File: src/rtl/gba_bus_pkg.sv
// Shared widths, FSM state encoding and address helper for the GBA ROM bridge.
package gba_bus_pkg;

  localparam int ADDR_W = 24;
  localparam int DATA_W = 16;

  typedef enum logic [2:0] {
    ST_IDLE,
    ST_FETCH,
    ST_HOLD,
    ST_WRITE,
    ST_DRAIN
  } state_t;

  // Halfword address increment: the low 16 bits wrap, the high byte is kept.
  function automatic logic [ADDR_W-1:0] next_addr(input logic [ADDR_W-1:0] a);
    return {a[ADDR_W-1:16], a[15:0] + 16'd1};
  endfunction

endpackage

File: src/rtl/gba_rom_bus_if.sv
// Backing-memory request/ack channel between the ROM bridge and its store.
interface gba_rom_bus_if;
  import gba_bus_pkg::*;

  logic              mem_req;
  logic              mem_we;
  logic [ADDR_W-1:0] mem_addr;
  logic [DATA_W-1:0] mem_wdata;
  logic [DATA_W-1:0] mem_rdata;
  logic              mem_ack;

  modport master (
    output mem_req, mem_we, mem_addr, mem_wdata,
    input  mem_rdata, mem_ack
  );

  modport slave (
    input  mem_req, mem_we, mem_addr, mem_wdata,
    output mem_rdata, mem_ack
  );

endinterface

File: src/rtl/gba_sync.sv
// Multi-flop synchroniser for one asynchronous GBA strobe, with edge pulses.
// STAGES must be at least 2; edges compare the two oldest flops.
module gba_sync #(
  parameter int STAGES = 2
) (
  input  logic clk,
  input  logic rst,
  input  logic d,
  output logic level,
  output logic rise,
  output logic fall
);

  logic [STAGES-1:0] sr;

  // Shift the pad value through the chain; sr[0] is the metastable stage.
  always_ff @(posedge clk) begin
    // NOTE: the chain resets to 1 (strobe deasserted) so leaving reset with an
    // idle bus shows no edge; sequential state is always assigned with <=.
    if (!rst) sr <= '1;
    else      sr <= {sr[STAGES-2:0], d};
  end

  assign level = sr[STAGES-1];
  assign rise  =  sr[STAGES-2] & ~sr[STAGES-1];
  assign fall  = ~sr[STAGES-2] &  sr[STAGES-1];

endmodule

File: src/rtl/gba_rom_bus.sv
// GBA cartridge ROM bus bridge: turns synchronised GBA strobes into
// single-outstanding requests on the backing-memory channel, with prefetch.
module gba_rom_bus
  import gba_bus_pkg::*;
#(
  parameter int SYNC_STAGES = 2
) (
  input  logic              clk,
  input  logic              rst,
  input  logic              gba_ncs,
  input  logic              gba_nrd,
  input  logic              gba_nwr,
  input  logic [DATA_W-1:0] gba_ad_in,
  input  logic [7:0]        gba_a_in,
  output logic [DATA_W-1:0] gba_ad_out,
  output logic              gba_ad_oe,
  gba_rom_bus_if.master     mem,
  output logic              late_err,
  output logic              busy
);

  state_t            state;
  logic [DATA_W-1:0] rd_buf;
  logic [DATA_W-1:0] pend_data;
  logic              wr_pend;

  logic ncs_lvl, ncs_rise, ncs_fall;
  logic nrd_lvl, nrd_rise, nrd_fall;
  logic nwr_lvl, nwr_rise, nwr_fall_unused;
  logic req_done;

  gba_sync #(.STAGES(SYNC_STAGES)) u_sync_ncs (
    .clk(clk), .rst(rst), .d(gba_ncs),
    .level(ncs_lvl), .rise(ncs_rise), .fall(ncs_fall)
  );

  gba_sync #(.STAGES(SYNC_STAGES)) u_sync_nrd (
    .clk(clk), .rst(rst), .d(gba_nrd),
    .level(nrd_lvl), .rise(nrd_rise), .fall(nrd_fall)
  );

  gba_sync #(.STAGES(SYNC_STAGES)) u_sync_nwr (
    .clk(clk), .rst(rst), .d(gba_nwr),
    .level(nwr_lvl), .rise(nwr_rise), .fall(nwr_fall_unused)
  );

  // An ack only counts while a request is actually open.
  assign req_done   = mem.mem_req & mem.mem_ack;

  assign gba_ad_out = rd_buf;
  assign gba_ad_oe  = ~ncs_lvl & ~nrd_lvl & nwr_lvl;
  assign busy       = (state != ST_IDLE);

  // Transaction FSM: owns the request channel, read buffer and pending write.
  always_ff @(posedge clk) begin
    if (!rst) begin
      state         <= ST_IDLE;
      mem.mem_req   <= 1'b0;
      mem.mem_we    <= 1'b0;
      mem.mem_addr  <= '0;
      mem.mem_wdata <= '0;
      rd_buf        <= '0;
      pend_data     <= '0;
      wr_pend       <= 1'b0;
      late_err      <= 1'b0;
    end else begin
      // NOTE: late_err is defaulted low every cycle, so any set below is a
      // one-cycle pulse without extra clearing logic.
      late_err <= 1'b0;

      if (ncs_rise && state != ST_IDLE && state != ST_DRAIN) begin
        // Chip select released: abandon the burst, but let an open request finish.
        wr_pend <= 1'b0;
        if (mem.mem_req && !mem.mem_ack) begin
          state <= ST_DRAIN;
        end else begin
          mem.mem_req <= 1'b0;
          mem.mem_we  <= 1'b0;
          state       <= ST_IDLE;
        end
      end else begin
        unique case (state)
          ST_IDLE: begin
            if (ncs_fall) begin
              mem.mem_addr <= {gba_a_in, gba_ad_in};
              mem.mem_we   <= 1'b0;
              mem.mem_req  <= 1'b1;
              state        <= ST_FETCH;
            end
          end

          ST_FETCH: begin
            // After a write the request drops for a cycle; raise the prefetch here.
            if (!mem.mem_req) begin
              mem.mem_req <= 1'b1;
            end else if (mem.mem_ack) begin
              rd_buf      <= mem.mem_rdata;
              mem.mem_req <= 1'b0;
              state       <= ST_HOLD;
            end
            if (nrd_fall) late_err <= 1'b1;
            if (nwr_rise) begin
              if (wr_pend) begin
                late_err <= 1'b1;
              end else begin
                wr_pend   <= 1'b1;
                pend_data <= gba_ad_in;
              end
            end
          end

          ST_HOLD: begin
            if (wr_pend) begin
              mem.mem_wdata <= pend_data;
              mem.mem_we    <= 1'b1;
              mem.mem_req   <= 1'b1;
              wr_pend       <= 1'b0;
              state         <= ST_WRITE;
            end else if (nrd_rise) begin
              mem.mem_addr <= next_addr(mem.mem_addr);
              mem.mem_we   <= 1'b0;
              mem.mem_req  <= 1'b1;
              state        <= ST_FETCH;
            end else if (nwr_rise) begin
              mem.mem_wdata <= gba_ad_in;
              mem.mem_we    <= 1'b1;
              mem.mem_req   <= 1'b1;
              state         <= ST_WRITE;
            end
          end

          ST_WRITE: begin
            if (req_done) begin
              mem.mem_req  <= 1'b0;
              mem.mem_we   <= 1'b0;
              mem.mem_addr <= next_addr(mem.mem_addr);
              state        <= ST_FETCH;
            end
          end

          ST_DRAIN: begin
            // Read data returned here is discarded; rd_buf keeps its value.
            if (req_done) begin
              mem.mem_req <= 1'b0;
              mem.mem_we  <= 1'b0;
              wr_pend     <= 1'b0;
              state       <= ST_IDLE;
            end
          end

          default: state <= ST_IDLE;
        endcase
      end
    end
  end

endmodule

File: src/flat_wrapper.sv
// flat-port wrapper written by rule: the top's interface ports become plain ports
module gba_rom_bus_flat import gba_bus_pkg::*;
#(
  parameter int SYNC_STAGES = 2
)
  (clk, rst, gba_ncs, gba_nrd, gba_nwr, gba_ad_in, gba_a_in, gba_ad_out, gba_ad_oe, late_err, busy, mem_mem_req, mem_mem_we, mem_mem_addr, mem_mem_wdata, mem_mem_rdata, mem_mem_ack);
  gba_rom_bus_if mem_i ();
  input  logic clk;
  input  logic rst;
  input  logic gba_ncs;
  input  logic gba_nrd;
  input  logic gba_nwr;
  input  logic [DATA_W-1:0] gba_ad_in;
  input  logic [7:0] gba_a_in;
  output logic [DATA_W-1:0] gba_ad_out;
  output logic gba_ad_oe;
  output logic late_err;
  output logic busy;
  output wire logic [$bits(mem_i.mem_req)-1:0] mem_mem_req;
  output wire logic [$bits(mem_i.mem_we)-1:0] mem_mem_we;
  output wire logic [$bits(mem_i.mem_addr)-1:0] mem_mem_addr;
  output wire logic [$bits(mem_i.mem_wdata)-1:0] mem_mem_wdata;
  input wire logic [$bits(mem_i.mem_rdata)-1:0] mem_mem_rdata;
  input wire logic [$bits(mem_i.mem_ack)-1:0] mem_mem_ack;
  assign mem_mem_req = mem_i.mem_req;
  assign mem_mem_we = mem_i.mem_we;
  assign mem_mem_addr = mem_i.mem_addr;
  assign mem_mem_wdata = mem_i.mem_wdata;
  assign mem_i.mem_rdata = mem_mem_rdata;
  assign mem_i.mem_ack = mem_mem_ack;
  gba_rom_bus #(.SYNC_STAGES(SYNC_STAGES)) u_core (.clk(clk), .rst(rst), .gba_ncs(gba_ncs), .gba_nrd(gba_nrd), .gba_nwr(gba_nwr), .gba_ad_in(gba_ad_in), .gba_a_in(gba_a_in), .gba_ad_out(gba_ad_out), .gba_ad_oe(gba_ad_oe), .mem(mem_i), .late_err(late_err), .busy(busy));
endmodule
File: config.mk
export PLATFORM = sky130hd
export DESIGN_NAME = gba_rom_bus_flat
export DESIGN_NICKNAME = d
export VERILOG_FILES = /design/src/rtl/gba_bus_pkg.sv /design/src/rtl/gba_rom_bus_if.sv /design/src/rtl/gba_sync.sv /design/src/rtl/gba_rom_bus.sv /design/src/flat_wrapper.sv
export SDC_FILE = /design/constraint.sdc
export NUM_CORES = 1
export LEC_CHECK = 0
export ABC_AREA = 1
export BUFFER_PORTS_ARGS = -buffer_cell sky130_fd_sc_hd__buf_2
export CAP_MARGIN = 20
export CELL_PAD_IN_SITES_DETAIL_PLACEMENT = 1
export CELL_PAD_IN_SITES_GLOBAL_PLACEMENT = 2
export CORE_MARGIN = 5
export CORE_UTILIZATION = 31
export CTS_BUF_LIST = sky130_fd_sc_hd__clkbuf_16
export DETAILED_ROUTE_END_ITERATION = 8
export PLACE_DENSITY = 0.95
export RECOVER_POWER = 100
export SYNTH_ARGS = -nofsm -noshare
export SYNTH_HDL_FRONTEND = slang
export SYNTH_SLANG_ARGS = --single-unit
File: constraint.sdc
create_clock -name clk -period 4.1 [get_ports clk]
set_input_delay 0.41 -clock clk [delete_from_list [all_inputs] [get_ports clk]]
set_output_delay 0.41 -clock clk [all_outputs]
set_load 0.01 [all_outputs]
==> summary.md, run 1 <==
| Metric | Value |
|---|---|
| Leakage power total | around 2 nW |
| Combined area of the multi-input logic cells | 2050 sq um |
| Required time worst endpoint | 4.27 ns |
| Run status | complete, but fails checks |
| Initial antenna violation count | 0 |
| Horizontal die dimension | approximately 130 um |
| Total Neg Setup Slack | 0 ns |
| Fin nets | 728 |
| Peak VDD IR | between 0.2 and 0.3 mV |
| Max Fanout on Critical Path | 26 |
| Max-slew headroom | -38.1% |
| Clock latency reported for the late side of the worst-skew pair | 0.35 ns |
| Final hold violation count | 0 |
| Core region area | 13100 sq um |
| # rows | 42 |
| Half-perimeter wire length after placement | between 9 and 10 mm |
| Minimum period implied by the final worst setup slack | 2.81 ns |
| Post-route fraction of the period consumed by the critical path | 68.6% |
| Remaining antenna violation count after routing | 0 |
| Arrival time at the worst endpoint | 2.99 ns |
| Number of port buffers | 106 |
| Count of vias placed by the detailed router | 4192 |
| Max-capacitance violation count | 1 |
| Slew Limit Fails | 55 |
| Final setup viols | 0 |
| Post-Syn Area | 4120 sq um |
| Post-layout instance area | 4970 sq um |
| Skew final | 0.0125 ns |
| Critical Path Start Type | flop |
| Pin count of the biggest net entering global routing | 55 |
| Synth warn | 0 |
| Hold buffer count at CTS | 0 |
| Total congestion overflow after global routing | 0 |
| Register area | 1700 sq um |
| Diode insertion count for antenna repair | 0 |
| TritonCTS clock tree | yes |
| Number of instances resized during post-cts repair | 0 |
| RSZ-0062 raised after global routing | no |
| Worst slew pin tran | 2.07 ns |
| Remaining design rule violation count | 0 |
| Syn Nets | between 600 and 700 |
| Initial core utilization | a little under a third |
| Fmax | around 360 MHz |
| # clock sinks | 85 |
| Average routed wire per standard cell | approximately 15 um |
| Global Route Usage Sum | 16.3% |
| Fillers | 1758 |
| Post-placement cell area | around 4700 sq um |
| Count of state elements after synthesis | 85 |
| Violated checks | capacitance limit, slew limit |
| Total CTS buffers | 9 |
| Share of the yosys chip area belonging to registers | between 40 and 50% |
| Overall die area | ~16000 sq um |
| I/O pin total | 107 |
| Pre-Repair DR Iteration Count | 4 |
| Power density relative to cell area | approximately 560 nW/um^2 |
| Wire length of the first global-routing pass | 21.1 mm |
| Average via count per standard cell | 4.86 |
| Clock input transition at the sequential cells of the worst setup and hold paths | approximately 0.06 ns |
| Number of DRC markers after the initial detailed-route iteration | 180 |
| Gp weighted congestion | 0.836 |
| Signed area change from the synthesized netlist to the final layout | 20.6% |
| Number of global-route vias before repair | 4289 |
| Fraction of final layout cells sized beyond drive strength 1 | 14.7% |
| Worst setup path class | reg2reg |
| Post-Syn Instances | 586 |
| Mean Syn Cell Area | 7.03 sq um |
| Height of the chip | between 100 and 150 um |
| Kind of path behind the tightest hold check | in2reg |
| H-tree levels | 3 |
| Endpoint kind of the worst setup timing path | flop |
| Post-synthesis cell type count | 35 |
| Root Buffer | clkbuf_16 |
| Setup bufs post-CTS | 0 |
| Final routed wirelength across all metal layers | 12.7 mm |
| CTS max path bufs | 2 |
## kinds of logic (layout without fill, tap and decap cells)
logic type               count (synthesis)  count (layout)  share of synthesized area (%)
AO/OA/AOI/OAI                          124             124                           16.3
adder cells (fa/ha/maj)                  1               1                          0.304
flip-flops                              85              85                           41.3
buffers and inverters                   77             177                           8.26
XOR/XNOR                                 2               2                          0.425
AND/OR/NAND/NOR                        297             297                           33.4
## cell usage after synthesis
cell type,number,share of area [%]
nand3_4,2,0.85
inv_2,6,0.55
buf_6,1,0.27
nor3_4,1,0.39
nor2_8,1,0.49
o211ai_1,1,0.18
nand2_2,12,1.8
o21ai_0,56,6.8
nor2_2,2,0.30
a31oi_1,1,0.15
buf_4,5,0.91
nand3_1,43,5.2
nand2_1,117,11
inv_6,1,0.21
dfxtp_1,85,41
nand3_2,5,1.2
nor3_1,12,1.5
o22ai_1,2,0.30
xor2_1,1,0.21
nor2_1,84,7.7
nor2_4,4,1.1
inv_1,44,4.0
ha_1,1,0.30
a21oi_1,39,4.7
buf_8,1,0.36
o21ai_2,1,0.21
o21ai_4,1,0.39
xnor2_1,1,0.21
nand4_1,7,1.1
clkbuf_1,12,1.1
or2_2,6,0.91
o21ai_1,15,1.8
nand2_4,1,0.27
buf_2,7,0.85
a21oi_2,8,1.7
## flip-flops by register name, indices dropped and copies added (netlist names)
register	count
u_core.wr_pend	1
u_core.u_sync_nwr.sr	2
u_core.late_err	1
u_core.mem.mem_addr	24
u_core.mem.mem_we	1
u_core.u_sync_nrd.sr	2
u_core.state	3
u_core.pend_data	16
u_core.mem.mem_req	1
u_core.mem.mem_wdata	16
u_core.u_sync_ncs.sr	2
u_core.gba_ad_out	16
## per-stage QoR
stage          setup WS (ns)  util [%]  std cells  hold slack [ns]  power, W
3_3_place_gp            1.87      36.0        843            0.446   0.00204
5_1_grt                 1.02      37.8        862            0.249   0.00301
3_5_place_dp            1.68      36.0        843            0.454   0.00207
2_1_floorplan           2.66         -        586            0.428   0.00178
6_report                1.29      37.8        862            0.251   0.00279
4_1_cts                 1.66      38.2        859            0.237   0.00288
## cell type report
| cell class | count | share of cell area (%) |
|---|---|---|
| tap | 176 | 4.43 |
| clock buffer | 9 | 4.53 |
| multi-input combinational | 424 | 41.2 |
| sequential | 85 | 34.2 |
| inverter | 51 | 3.95 |
| clock inverter | 7 | 1.18 |
| timing repair buffer | 110 | 10.4 |
## critical path: stages (launching register included)
cell and delay, ns:
dfxtp_1 0.39, inv_1 0.15, nand2_1 0.10, nand2_1 0.65
o21ai_0 0.60, nor2_8 0.44, inv_6 0.13, nand2_1 0.11
a21oi_2 0.06
## per-layer routing
layer | routed length (um) | global-route usage, % | share of wire (%)
met5 | 0 | 0 | 0
met4 | 144 | 4.02 | 1.1
met3 | 691 | 5.20 | 5.4
met1 | 5600 | 19.3 | 44
met2 | 6310 | 28.8 | 50
## worst paths after layout
check,cells after the start,slack (ns),to,start
worst max register to register,8,1.29,u_core.mem.mem_addr[11],u_core.state[1]
worst min-delay path,2,0.25,u_core.u_sync_nwr.sr[0],gba_nwr
worst max-delay path,8,1.29,u_core.mem.mem_addr[11],u_core.state[1]
worst min register to register,2,0.46,u_core.gba_ad_out[13],u_core.gba_ad_out[13]
## power by group
group	internal, W	total [W]	switching (W)
clock network	0.000463	0.000791	0.000328
logic	0.000293	0.000907	0.000614
registers	0.000948	0.00109	0.000145
## cells in the final DEF, fill, tap and decap left out, types with 2 or more instances in the layout
| cell | netlist | routed |
|---|---|---|
| or2_2 | 6 | 6 |
| nor3_1 | 12 | 12 |
| nand2_2 | 12 | 8 |
| clkinv_1 | 0 | 2 |
| nand3_4 | 2 | 2 |
| nand3_2 | 5 | 4 |
| nand3_1 | 43 | 44 |
| nor2_4 | 4 | 4 |
| nor2_1 | 84 | 85 |
| o21ai_0 | 56 | 71 |
| inv_1 | 44 | 48 |
| nand2_1 | 117 | 121 |
| clkbuf_1 | 12 | 63 |
| o22ai_1 | 2 | 2 |
| buf_2 | 7 | 45 |
| buf_16 | 0 | 2 |
| dfxtp_1 | 85 | 85 |
| a21oi_1 | 39 | 39 |
| clkbuf_16 | 0 | 9 |
| inv_2 | 6 | 4 |
| a21oi_2 | 8 | 8 |
| nand4_1 | 7 | 7 |
No activity file was read; power rests on OpenSTA's default activity.
==> run 2: changes to the inputs <==
--- a/config.mk
+++ b/config.mk
@@ -11,10 +11,10 @@
 export CELL_PAD_IN_SITES_DETAIL_PLACEMENT = 1
 export CELL_PAD_IN_SITES_GLOBAL_PLACEMENT = 2
 export CORE_MARGIN = 5
-export CORE_UTILIZATION = 31
+export CORE_UTILIZATION = 26
 export CTS_BUF_LIST = sky130_fd_sc_hd__clkbuf_16
 export DETAILED_ROUTE_END_ITERATION = 8
-export PLACE_DENSITY = 0.95
+export PLACE_DENSITY = 0.88
 export RECOVER_POWER = 100
 export SYNTH_ARGS = -nofsm -noshare
 export SYNTH_HDL_FRONTEND = slang
==> constraint.sdc (replaced) <==
create_clock -name clk -period 2.3 [get_ports clk]
set_input_delay 0.23 -clock clk [delete_from_list [all_inputs] [get_ports clk]]
set_output_delay 0.23 -clock clk [all_outputs]
set_load 0.01 [all_outputs]
==> summary.md, run 2 (synthesis gave the netlist of run 1 again) <==
| Metric | Value |
|---|---|
| Run status | complete, no violations |
| Number of buffer and inverter instances along the worst setup path | 1 |
| I/O pin total | approximately 110 |
| H-tree levels | 3 |
| Total congestion overflow after global routing | 0 |
| Horizontal die dimension | 136 um |
| Core region area | 15700 sq um |
| Leakage power total | just over 2 nW |
| Register bank with the most flops | u_core.mem.mem_addr |
| Clock latency reported for the late side of the worst-skew pair | 0.35 ns |
| Largest register FFs | 24 |
| Highest cell delay on the worst timing path | 0.41 ns |
| Cell type of the slowest stage on the worst timing path | nor2_1 |
| Total net switching power | around 0.0020 W |
| Arrival time at the worst endpoint | between 1.5 and 2 ns |
| Number of port buffers | roughly 110 |
| Max-slew headroom | approximately a third |
| Fraction of final layout cells sized beyond drive strength 1 | approximately 15% |
| Final setup viols | 0 |
| Max Fanout on Critical Path | 10 |
| Root Buffer | clkbuf_16 |
| Number of instances resized during post-cts repair | 0 |
| Power density relative to cell area | 1000 nW/um^2 |
| Initial antenna violation count | 0 |
| Gp weighted congestion | 0.819 |
| Hold buffer count at CTS | 0 |
| Half-perimeter wire length after placement | 9.64 mm |
| Required time worst endpoint | 2.07 ns |
| Remaining antenna violation count after routing | 0 |
| Most common library cell in the layout ignoring fill and taps | nand2_1 |
| Overall die area | 18500 sq um |
| Fillers | 2028 |
| Cell internal pwr | about 0.0030 W |
| Diode insertion count for antenna repair | 0 |
| Minimum period implied by the final worst setup slack | 1.94 ns |
| Cells along the critical path | nor2_1, nand2_1, clkbuf_1 |
| Combined area of the multi-input logic cells | ~2000 sq um |
| Signed area change from the synthesized netlist to the final layout | 21.6% |
| Fraction of power consumed by combinational cells | 31.5% |
| Fin nets | 732 |
| Logic depth of the worst register-to-register path | 5 |
| Critical Path Start Type | flop |
| Commonest cells after routing, fill and taps aside | 122 x nand2_1, 85 x nor2_1, 85 x dfxtp_1 |
| CTS max path bufs | 2 |
| Worst slew pin tran | just under 1 ns |
| Count of vias placed by the detailed router | around 4.1k |
| Net switching share of the total power | 39.4% |
| Wire length of the first global-routing pass | 21.2 mm |
| # clock sinks | 85 |
| Remaining design rule violation count | 0 |
| Kind of path behind the tightest hold check | in2reg |
| Register area | roughly 1700 sq um |
| # rows | 46 |
| Largest delay share family, worst path | simple AND/OR/NAND/NOR gates |
| Average routed wire per standard cell | 14.3 um |
| RSZ-0062 raised after global routing | no |
| Peak VDD IR | 0.381 mV |
| Height of the chip | 136 um |
| Pre-Repair DR Iteration Count | 4 |
| Worst setup path class | reg2out |
| Clk pwr share | between 20% and 30% |
| Endpoint kind of the worst setup timing path | primary output |
| Final hold violation count | 0 |
| Post-route fraction of the period consumed by the critical path | a little over four fifths |
| Overall power | approximately 0.0050 W |
| Number of global-route vias before repair | 4179 |
| Initial core utilization | 26.2% |
| Final routed wirelength across all metal layers | around 13 mm |
| Skew final | about 0.011 ns |
| Setup bufs post-CTS | 0 |
| Total Neg Setup Slack | 0 ns |
| Clock input transition at the sequential cells of the worst setup and hold paths | 0.07 ns |
| Instance count on the critical path | 3 |
| WHS Path Cells | 2 |
| Pin count of the biggest net entering global routing | 55 |
| Total CTS buffers | 9 |
| TritonCTS clock tree | yes |
| Fmax | 514 MHz |
| Share of total power in sequential cells | 38.8% |
| Slew Limit Fails | 0 |
| Max-capacitance violation count | 0 |
| Global Route Usage Sum | between 10 and 15% |
| Average via count per standard cell | roughly 4.6 |
| Number of DRC markers after the initial detailed-route iteration | 177 |
==> run 2: cell count changes in the layout (fill, tap and decap cells not counted), sizes merged <==
cell / before / now
inv: 53 / 54
buf: 47 / 50
clkbuf: 72 / 73
clkinv: 4 / 3
==> run 2: cell type report <==
type	instances	area share, %
multi-input combinational	424	40.6
sequential	85	34.0
timing repair buffer	114	10.1
tap	216	5.39
clock buffer	9	4.50
inverter	51	3.92
clock inverter	7	1.47
==> run 2: power by group through the flow <==
stage	combinational (W)	sequential (W)	clock, W
finish	0.00159	0.00195	0.00149
CTS	0.00173	0.00196	0.00155
global route	0.00181	0.00200	0.00162
detailed placement	0.00171	0.00199	0
global placement	0.00169	0.00198	0
floorplan	0.00117	0.00200	0
==> run 2: through the flow <==
step                hold WS (ns)  utilization [%]  instance area (sq um)  instances  setup WS [ns]
detailed placement         0.420             30.8                   4840        890          0.491
global route              0.0477             31.9                   5010        906          0.185
floorplan                  0.337                -                   4120        586          0.858
finish                    0.0610             31.9                   5010        906          0.355
CTS                       0.0443             32.7                   5140        906          0.471
global placement           0.419             30.8                   4840        890          0.549
==> run 2: path summary, 6_finish.rpt <==
kind                            slack (ns)                 endpoint                  from
worst min register to register        0.46     u_core.gba_ad_out[4]  u_core.gba_ad_out[4]
worst max-delay path                  0.36                     busy       u_core.state[0]
worst min-delay path                  0.06  u_core.u_sync_nrd.sr[0]               gba_nrd
worst max register to register        0.40  u_core.mem.mem_addr[18]       u_core.state[0]
==> run 2: metal layers <==
| metal | global-route usage [%] | vias up | part of all wire (%) |
|---|---|---|---|
| met2 | 24.8 | 80 | 49 |
| met4 | 5.38 | 0 | 2.0 |
| met1 | 17.8 | 1923 | 45 |
| li1 | - | 2110 | - |
| met3 | 3.55 | 16 | 4.2 |
| met5 | 0 | - | 0 |
